--- src/rtl/alu_pkg.sv ---
// ---------------------------------------------------------------------------
// alu_pkg
// Shared types for the two-requester ALU sequencer: opcode encodings, FSM
// state encodings and the source identifiers reported on out_src.
// ---------------------------------------------------------------------------
package alu_pkg;

    typedef enum logic [2:0] {
        OP_AVG  = 3'b000,  // (x+y)/2
        OP_DBL  = 3'b001,  // 2*(x+y)
        OP_HX_Y = 3'b010,  // x/2 + y
        OP_X_HY = 3'b011,  // x - y/2
        OP_NOR  = 3'b100,  // (x==0)|(y==0)
        OP_NX   = 3'b101,  // (x==0)
        OP_NAND = 3'b110,  // (x==0)&(y==0)
        OP_XOR  = 3'b111   // x^y
    } alu_op_e;

    typedef enum logic [1:0] {
        ST_IDLE = 2'd0,
        ST_EXEC = 2'd1,
        ST_HOLD = 2'd2
    } state_e;

    localparam logic SRC_A = 1'b0;
    localparam logic SRC_B = 1'b1;

endpackage

--- src/rtl/alu_arbiter_seq_if.sv ---
// ---------------------------------------------------------------------------
// alu_arbiter_seq_if
// Bundles both requester command channels and the result channel.
//   a_valid/a_ready/a_x/a_y/a_op : requester A command handshake
//   b_valid/b_ready/b_x/b_y/b_op : requester B command handshake
//   out_valid/out_ready          : result handshake
//   out_result (N+2), out_src    : registered result and its source
//   op_count (8)                 : delivered-result counter, wraps at 256
// Modports: master = requesters + consumer, slave = the sequencer.
// ---------------------------------------------------------------------------
interface alu_arbiter_seq_if #(parameter int N = 4);

    logic           a_valid;
    logic           a_ready;
    logic [N-1:0]   a_x;
    logic [N-1:0]   a_y;
    logic [2:0]     a_op;

    logic           b_valid;
    logic           b_ready;
    logic [N-1:0]   b_x;
    logic [N-1:0]   b_y;
    logic [2:0]     b_op;

    logic           out_valid;
    logic           out_ready;
    logic [N+1:0]   out_result;
    logic           out_src;
    logic [7:0]     op_count;

    modport master (
        output a_valid, a_x, a_y, a_op,
        output b_valid, b_x, b_y, b_op,
        output out_ready,
        input  a_ready, b_ready,
        input  out_valid, out_result, out_src, op_count
    );

    modport slave (
        input  a_valid, a_x, a_y, a_op,
        input  b_valid, b_x, b_y, b_op,
        input  out_ready,
        output a_ready, b_ready,
        output out_valid, out_result, out_src, op_count
    );

endinterface

--- src/rtl/alu_core.sv ---
// ---------------------------------------------------------------------------
// alu_core
// Purely combinational signed ALU.
//   x, y   (N)   : signed operands
//   op     (3)   : opcode (alu_op_e)
//   result (N+2) : sign-extended evaluation truncated to N+2 bits
// ---------------------------------------------------------------------------
module alu_core
    import alu_pkg::*;
#(
    parameter int N = 4
) (
    input  logic [N-1:0] x,
    input  logic [N-1:0] y,
    input  alu_op_e      op,
    output logic [N+1:0] result
);

    // One guard bit beyond the result width keeps 2*(x+y) from overflowing
    // before truncation.
    localparam int W = N + 3;

    logic signed [W-1:0] w_xs;
    logic signed [W-1:0] w_ys;
    logic signed [W-1:0] w_sum;
    logic signed [W-1:0] w_r;

    // Halving that truncates toward zero: negative values get +1 before the
    // arithmetic shift so -3/2 yields -1, not -2.
    function automatic logic signed [W-1:0] half(input logic signed [W-1:0] v);
        logic signed [W-1:0] c;
        logic signed [W-1:0] t;
        c    = '0;
        c[0] = v[W-1];
        t    = v + c;
        return t >>> 1;
    endfunction

    always_comb begin
        w_xs  = {{(W-N){x[N-1]}}, x};
        w_ys  = {{(W-N){y[N-1]}}, y};
        w_sum = w_xs + w_ys;
        w_r   = '0;
        unique case (op)
            OP_AVG:  w_r = half(w_sum);
            OP_DBL:  w_r = w_sum <<< 1;
            OP_HX_Y: w_r = half(w_xs) + w_ys;
            OP_X_HY: w_r = w_xs - half(w_ys);
            OP_NOR:  w_r[0] = (x == '0) || (y == '0);
            OP_NX:   w_r[0] = (x == '0);
            OP_NAND: w_r[0] = (x == '0) && (y == '0);
            OP_XOR:  w_r = w_xs ^ w_ys;
            default: w_r = '0;
        endcase
        result = w_r[N+1:0];
    end

endmodule

--- src/rtl/alu_arbiter_seq.sv ---
// ---------------------------------------------------------------------------
// alu_arbiter_seq
// Round-robin sequencer sharing one alu_core between requesters A and B.
// IDLE grants one requester (one-cycle ready pulse, operands latched),
// EXEC registers the ALU result, HOLD presents it until out_ready.
//   clk   : rising-edge clock
//   reset : asynchronous, active-high
//   bus   : alu_arbiter_seq_if.slave (command and result channels)
// ---------------------------------------------------------------------------
module alu_arbiter_seq
    import alu_pkg::*;
#(
    parameter int N = 4
) (
    input  logic                clk,
    input  logic                reset,
    alu_arbiter_seq_if.slave    bus
);

    state_e        r_state;
    state_e        w_next;
    logic          r_last;
    logic [N-1:0]  r_x;
    logic [N-1:0]  r_y;
    alu_op_e       r_op;
    logic [N+1:0]  r_result;
    logic          r_valid;
    logic          r_src;
    logic [7:0]    r_count;
    logic [N+1:0]  w_alu;
    logic          w_grant_a;
    logic          w_grant_b;

    // State register
    always_ff @(posedge clk or posedge reset) begin
        if (reset) r_state <= ST_IDLE;
        else       r_state <= w_next;
    end

    // Next-state logic
    always_comb begin
        w_next = r_state;
        unique case (r_state)
            ST_IDLE: if (bus.a_valid || bus.b_valid) w_next = ST_EXEC;
            ST_EXEC: w_next = ST_HOLD;
            ST_HOLD: if (bus.out_ready) w_next = ST_IDLE;
            default: w_next = ST_IDLE;
        endcase
    end

    // Grant decode. On a tie the requester that did not win last time wins.
    // Gated by reset so ready stays low while reset is held.
    always_comb begin
        w_grant_a = 1'b0;
        w_grant_b = 1'b0;
        if (r_state == ST_IDLE && !reset) begin
            w_grant_a = bus.a_valid && (!bus.b_valid || r_last == SRC_B);
            w_grant_b = bus.b_valid && !w_grant_a;
        end
    end

    // Operand latch, arbitration pointer, result register and counter
    always_ff @(posedge clk or posedge reset) begin
        if (reset) begin
            r_x      <= '0;
            r_y      <= '0;
            r_op     <= OP_AVG;
            r_src    <= SRC_A;
            r_last   <= SRC_B;
            r_result <= '0;
            r_valid  <= 1'b0;
            r_count  <= '0;
        end else begin
            if (w_grant_a || w_grant_b) begin
                r_x    <= w_grant_a ? bus.a_x : bus.b_x;
                r_y    <= w_grant_a ? bus.a_y : bus.b_y;
                r_op   <= alu_op_e'(w_grant_a ? bus.a_op : bus.b_op);
                r_src  <= w_grant_b ? SRC_B : SRC_A;
                r_last <= w_grant_b ? SRC_B : SRC_A;
            end
            if (r_state == ST_EXEC) begin
                r_result <= w_alu;
                r_valid  <= 1'b1;
            end
            if (r_state == ST_HOLD && bus.out_ready) begin
                r_valid <= 1'b0;
                r_count <= r_count + 8'd1;
            end
        end
    end

    alu_core #(.N(N)) u_alu (
        .x      (r_x),
        .y      (r_y),
        .op     (r_op),
        .result (w_alu)
    );

    assign bus.a_ready    = w_grant_a;
    assign bus.b_ready    = w_grant_b;
    assign bus.out_valid  = r_valid;
    assign bus.out_result = r_result;
    assign bus.out_src    = r_src;
    assign bus.op_count   = r_count;

endmodule

--- src/flat_wrapper.sv ---
// flat-port wrapper written by rule: the top's interface ports become plain ports
module alu_arbiter_seq_flat import alu_pkg::*;
#(
    parameter int N = 4
)
  (clk, reset, bus_a_valid, bus_a_x, bus_a_y, bus_a_op, bus_b_valid, bus_b_x, bus_b_y, bus_b_op, bus_out_ready, bus_a_ready, bus_b_ready, bus_out_valid, bus_out_result, bus_out_src, bus_op_count);
  alu_arbiter_seq_if #(.N(N)) bus_i ();
  input  logic clk;
  input  logic reset;
  input wire logic [$bits(bus_i.a_valid)-1:0] bus_a_valid;
  input wire logic [$bits(bus_i.a_x)-1:0] bus_a_x;
  input wire logic [$bits(bus_i.a_y)-1:0] bus_a_y;
  input wire logic [$bits(bus_i.a_op)-1:0] bus_a_op;
  input wire logic [$bits(bus_i.b_valid)-1:0] bus_b_valid;
  input wire logic [$bits(bus_i.b_x)-1:0] bus_b_x;
  input wire logic [$bits(bus_i.b_y)-1:0] bus_b_y;
  input wire logic [$bits(bus_i.b_op)-1:0] bus_b_op;
  input wire logic [$bits(bus_i.out_ready)-1:0] bus_out_ready;
  output wire logic [$bits(bus_i.a_ready)-1:0] bus_a_ready;
  output wire logic [$bits(bus_i.b_ready)-1:0] bus_b_ready;
  output wire logic [$bits(bus_i.out_valid)-1:0] bus_out_valid;
  output wire logic [$bits(bus_i.out_result)-1:0] bus_out_result;
  output wire logic [$bits(bus_i.out_src)-1:0] bus_out_src;
  output wire logic [$bits(bus_i.op_count)-1:0] bus_op_count;
  assign bus_i.a_valid = bus_a_valid;
  assign bus_i.a_x = bus_a_x;
  assign bus_i.a_y = bus_a_y;
  assign bus_i.a_op = bus_a_op;
  assign bus_i.b_valid = bus_b_valid;
  assign bus_i.b_x = bus_b_x;
  assign bus_i.b_y = bus_b_y;
  assign bus_i.b_op = bus_b_op;
  assign bus_i.out_ready = bus_out_ready;
  assign bus_a_ready = bus_i.a_ready;
  assign bus_b_ready = bus_i.b_ready;
  assign bus_out_valid = bus_i.out_valid;
  assign bus_out_result = bus_i.out_result;
  assign bus_out_src = bus_i.out_src;
  assign bus_op_count = bus_i.op_count;
  alu_arbiter_seq #(.N(N)) u_core (.clk(clk), .reset(reset), .bus(bus_i));
endmodule
--- config.mk ---
export PLATFORM = sky130hd
export DESIGN_NAME = alu_arbiter_seq_flat
export DESIGN_NICKNAME = d
export VERILOG_FILES = /design/src/rtl/alu_pkg.sv /design/src/rtl/alu_arbiter_seq_if.sv /design/src/rtl/alu_core.sv /design/src/rtl/alu_arbiter_seq.sv /design/src/flat_wrapper.sv
export SDC_FILE = /design/constraint.sdc
export NUM_CORES = 1
export LEC_CHECK = 0
export CORE_ASPECT_RATIO = 0.6
export CORE_MARGIN = 10
export CORE_UTILIZATION = 51
export CTS_CLUSTER_DIAMETER = 120
export DETAILED_ROUTE_END_ITERATION = 7
export GPL_TIMING_DRIVEN = 0
export PLACE_DENSITY = 0.8
export SLEW_MARGIN = 20
export SYNTH_ARGS = -nofsm -noshare
export SYNTH_HDL_FRONTEND = slang
export SYNTH_SLANG_ARGS = --single-unit
export TNS_END_PERCENT = 20
--- constraint.sdc ---
create_clock -name clk -period 3 [get_ports clk]
set_input_delay 0.3 -clock clk [delete_from_list [all_inputs] [get_ports clk]]
set_output_delay 0.3 -clock clk [all_outputs]
set_load 0.1 [all_outputs]
==> results.md <==
* Outcome: finished clean
* Ports placed on the boundary at 45
* Share of layout cells above drive strength 1 at 0.0827
* GRT Util Overall at 0.155
* Clock Skew at 0.00354 ns
* Most frequent standard cell in the layout excluding fill and tap cells: clkdlybuf4s50_1
* Cell family with most CP delay: compound AO/OA/AOI/OAI gates
* Number of synthesized flops with an enable pin at 0
* Beginning of the worst hold path: u_core.bus.op_count[7]
* Chip height at 69.7 um
* Syn_area_per_cell at between 9 and 10 sq um
* Final core area utilization at 0.706
* Maximum buffer depth of the clock tree at 2
* TritonCTS clock tree: done
* Count of pins over their slew limit at 0
* Endpoint kind of the worst setup timing path: flip-flop
* Clock Root Buffer: clkbuf_8
* Crit path cell chain: inv_1 > nor2_1 > ha_1 > ha_1 > fa_1 > a2111oi_0 > a211oi_1 > o32ai_1 > a221o_1
* Post-synthesis cell area at around 0.0021 sq mm
* Count of inserted antenna diode cells at 0
* 1st-iter DRT viols at roughly 130
* Cell mode on critical path: ha_1
* Share of synthesized registers carrying an async set or reset at 1.00
* Critical Path Source Type: flip-flop
* Worst slew pin tran at roughly 1 ns
* Via count of the first global-routing pass at 1758
* Endpoint of the worst hold-timing path: u_core.bus.op_count[7]
* Number of synthesized register bits at 30
* Fmax at about 360 MHz
* Number of distinct library cell variants in the gate-level netlist after synthesis at 47
* CTS Sinks at 30
* Slowest library cell on the worst path: o32ai_1
* Destination of the worst register-to-register timing path: u_core.bus.out_result[4]
* Number of maximum-capacitance constraint violations at 0
* Remaining DRCs at 0
* Total Routed Length at ~5300 um
* Die width at slightly above 100 um
* First-pass GRT wire length at 8910 um
* Insertion delay of the later-clocked pin in the worst-skew pair at 0.29 ns
* Worst slew margin relative to its limit at 0.344
* Number of buffer and inverter stages on the critical path at 1
* Share of the clock period used by the worst path after layout at 0.921
* Number of antenna violations at the first check in global routing at 0
* Area Growth Syn to Fin at 28.0%
* Most frequent cells in the layout: clkdlybuf4s50_1, dfrtp_1, nor2_1
* Via count at 1815
* Maximum number of pins on one net before global-route repair at 31
* Post-Synthesis Net Count at roughly 270
* Total Die Area at 0.00716 sq mm
* Number of instances in the synthesized netlist at between 200 and 250
* Delay contributed by the slowest stage of the critical path at 0.44 ns
* Gr ovfl total at 0
* Worst hold path cell count at 1
* Routed len/inst at 16.3 um
* Clock edge transition at the registers on the reported setup and hold paths at ~0.07 ns
* Setup repair after global routing missed its margin: false
* Final Setup Violations at 0
* CP Data Arrival Time at 2.99 ns
* Effective utilization at floorplan at 0.551
* FF-to-FF path depth at 9
* Startpoint-to-endpoint class of the critical path: flip-flop to flip-flop
* Number of iterations in the first detailed-routing pass at 4
* Core region area at around 0.0038 sq mm
* Setup slack on the worst flop-to-flop path at 0.24 ns
* Routed vias/inst at 5.58
* Site Rows at 17
* Total CTS buffers at 5
* Kind of path behind the tightest hold check: flip-flop to flip-flop
* Reg-to-Reg Start: u_core.r_x[3]
* Required time at the endpoint of the critical path at 3.22 ns
* Net count of the finished layout at between 300 and 400
* Number of nets still failing antenna checks after routing at 0
* Final critical-path required period at around 2.8 ns
* Maximum level of the CTS H-tree at 2
* Gp weighted congestion at 0.907
* Ys Warns at 0
* DP HPWL at approximately 4300 um
* Maximum fanout along the worst path at 4
* Quantity of I/O buffers inserted on ports at 44
* Leading register cell type out of synthesis: dfrtp_1
* Count of endpoints failing hold in the final timing report at 0
* Part of the Yosys area used for sequential elements at 0.358
-- per-stage QoR --
| stage | hold WS, ns | area (sq um) | instances | worst slack (ns) | TNS, ns |
|---|---|---|---|---|---|
| 6_report | 0.482 | 2690 | 325 | 0.238 | 0 |
| 5_1_grt | 0.509 | 2690 | 325 | 0.0720 | 0 |
| 4_1_cts | 0.491 | 2690 | 325 | 0.00528 | 0 |
| 3_5_place_dp | 0.480 | 2600 | 317 | -0.260 | -0.283 |
| 3_3_place_gp | 0.459 | 2600 | 317 | -0.233 | -0.265 |
| 2_1_floorplan | 0.390 | 2100 | 226 | 0.573 | 0 |
-- cell families after synthesis --
family / synth area share
adder cells (fa/ha/maj): 0.135
AO/OA/AOI/OAI: 0.140
AND/OR/NAND/NOR: 0.196
XOR/XNOR: 0.0626
flip-flops: 0.358
buffers and inverters: 0.0441
multiplexers: 0.0638
-- Yosys cell counts, types with 2 or more instances --
master	count	share of area
dfrtp_1	29	0.35
nor2_1	28	0.050
a21oi_1	21	0.050
ha_1	17	0.10
nand2_1	14	0.025
inv_1	11	0.020
mux2i_1	10	0.048
xnor2_1	10	0.042
o21ai_0	7	0.017
clkbuf_1	6	0.011
nand3_1	6	0.014
nand4_1	5	0.015
xor2_1	5	0.021
a2111oi_0	4	0.017
nor4_1	4	0.012
fa_1	3	0.029
mux2_2	3	0.016
nand2b_1	3	0.0089
nor3_1	3	0.0072
a211oi_1	2	0.0072
a21o_1	2	0.0072
a221o_1	2	0.0095
a31oi_1	2	0.0060
and2_1	2	0.0060
and3_1	2	0.0060
buf_2	2	0.0048
o22ai_1	2	0.0060
or4_1	2	0.0072
-- how the worst max path moves through the flow --
stage                     slack, ns                       end  depth (start not counted)               from
after detailed placement      -0.26               bus_b_ready                          5              reset
after global placement        -0.23               bus_b_ready                          5              reset
after floorplan                0.57  u_core.bus.out_result[4]                          9      u_core.r_x[3]
final                          0.24  u_core.bus.out_result[4]                          9      u_core.r_x[3]
after global routing           0.07  u_core.bus.out_result[4]                          9      u_core.r_x[3]
after CTS                     0.005               bus_b_ready                          4  u_core.r_state[1]
-- worst reg2reg max path, stage by stage (launching register included) --
cell       delay, ns
dfrtp_1         0.43
inv_1           0.15
nor2_1          0.07
ha_1            0.27
ha_1            0.23
fa_1            0.42
a2111oi_0       0.41
a211oi_1        0.10
o32ai_1         0.44
a221o_1         0.17
-- metal layers --
layer	track usage	routed length (um)	vias up	part of all wire
met5	0	0	-	0
met4	0.0381	46	0	0.0087
met3	0.0635	553	7	0.10
met2	0.198	2070	69	0.39
met1	0.228	2640	829	0.50
li1	-	-	910	-
-- layout make-up --
cell class,count,area [sq um]
clock inverter,2,12.5
clock buffer,6,82.6
timing repair buffer,44,434
fill,307,1120
multi-input combinational,175,1250
tap,47,58.8
inverter,11,41.3
buffer,10,51.3
sequential,30,752
-- registers in the layout (all words and copies together) (netlist names) --
register               flops
u_core.bus.out_valid       1
u_core.r_x                 4
u_core.r_last              1
u_core.r_op                3
u_core.bus.op_count        8
u_core.bus.out_result      6
u_core.r_y                 4
u_core.bus.out_src         1
u_core.r_state             2
-- repair_timing --
action                     in CTS  in global routing
hold buffers                    0                  0
buffers inserted                0                  0
setup endpoints to repair       2                  1
hold endpoints to repair        0                  0
gates resized for setup         2                  2
Power is left out: the tool's default activity adds up to more than one toggle a clock period on the data nets, which glitch-free logic cannot reach.
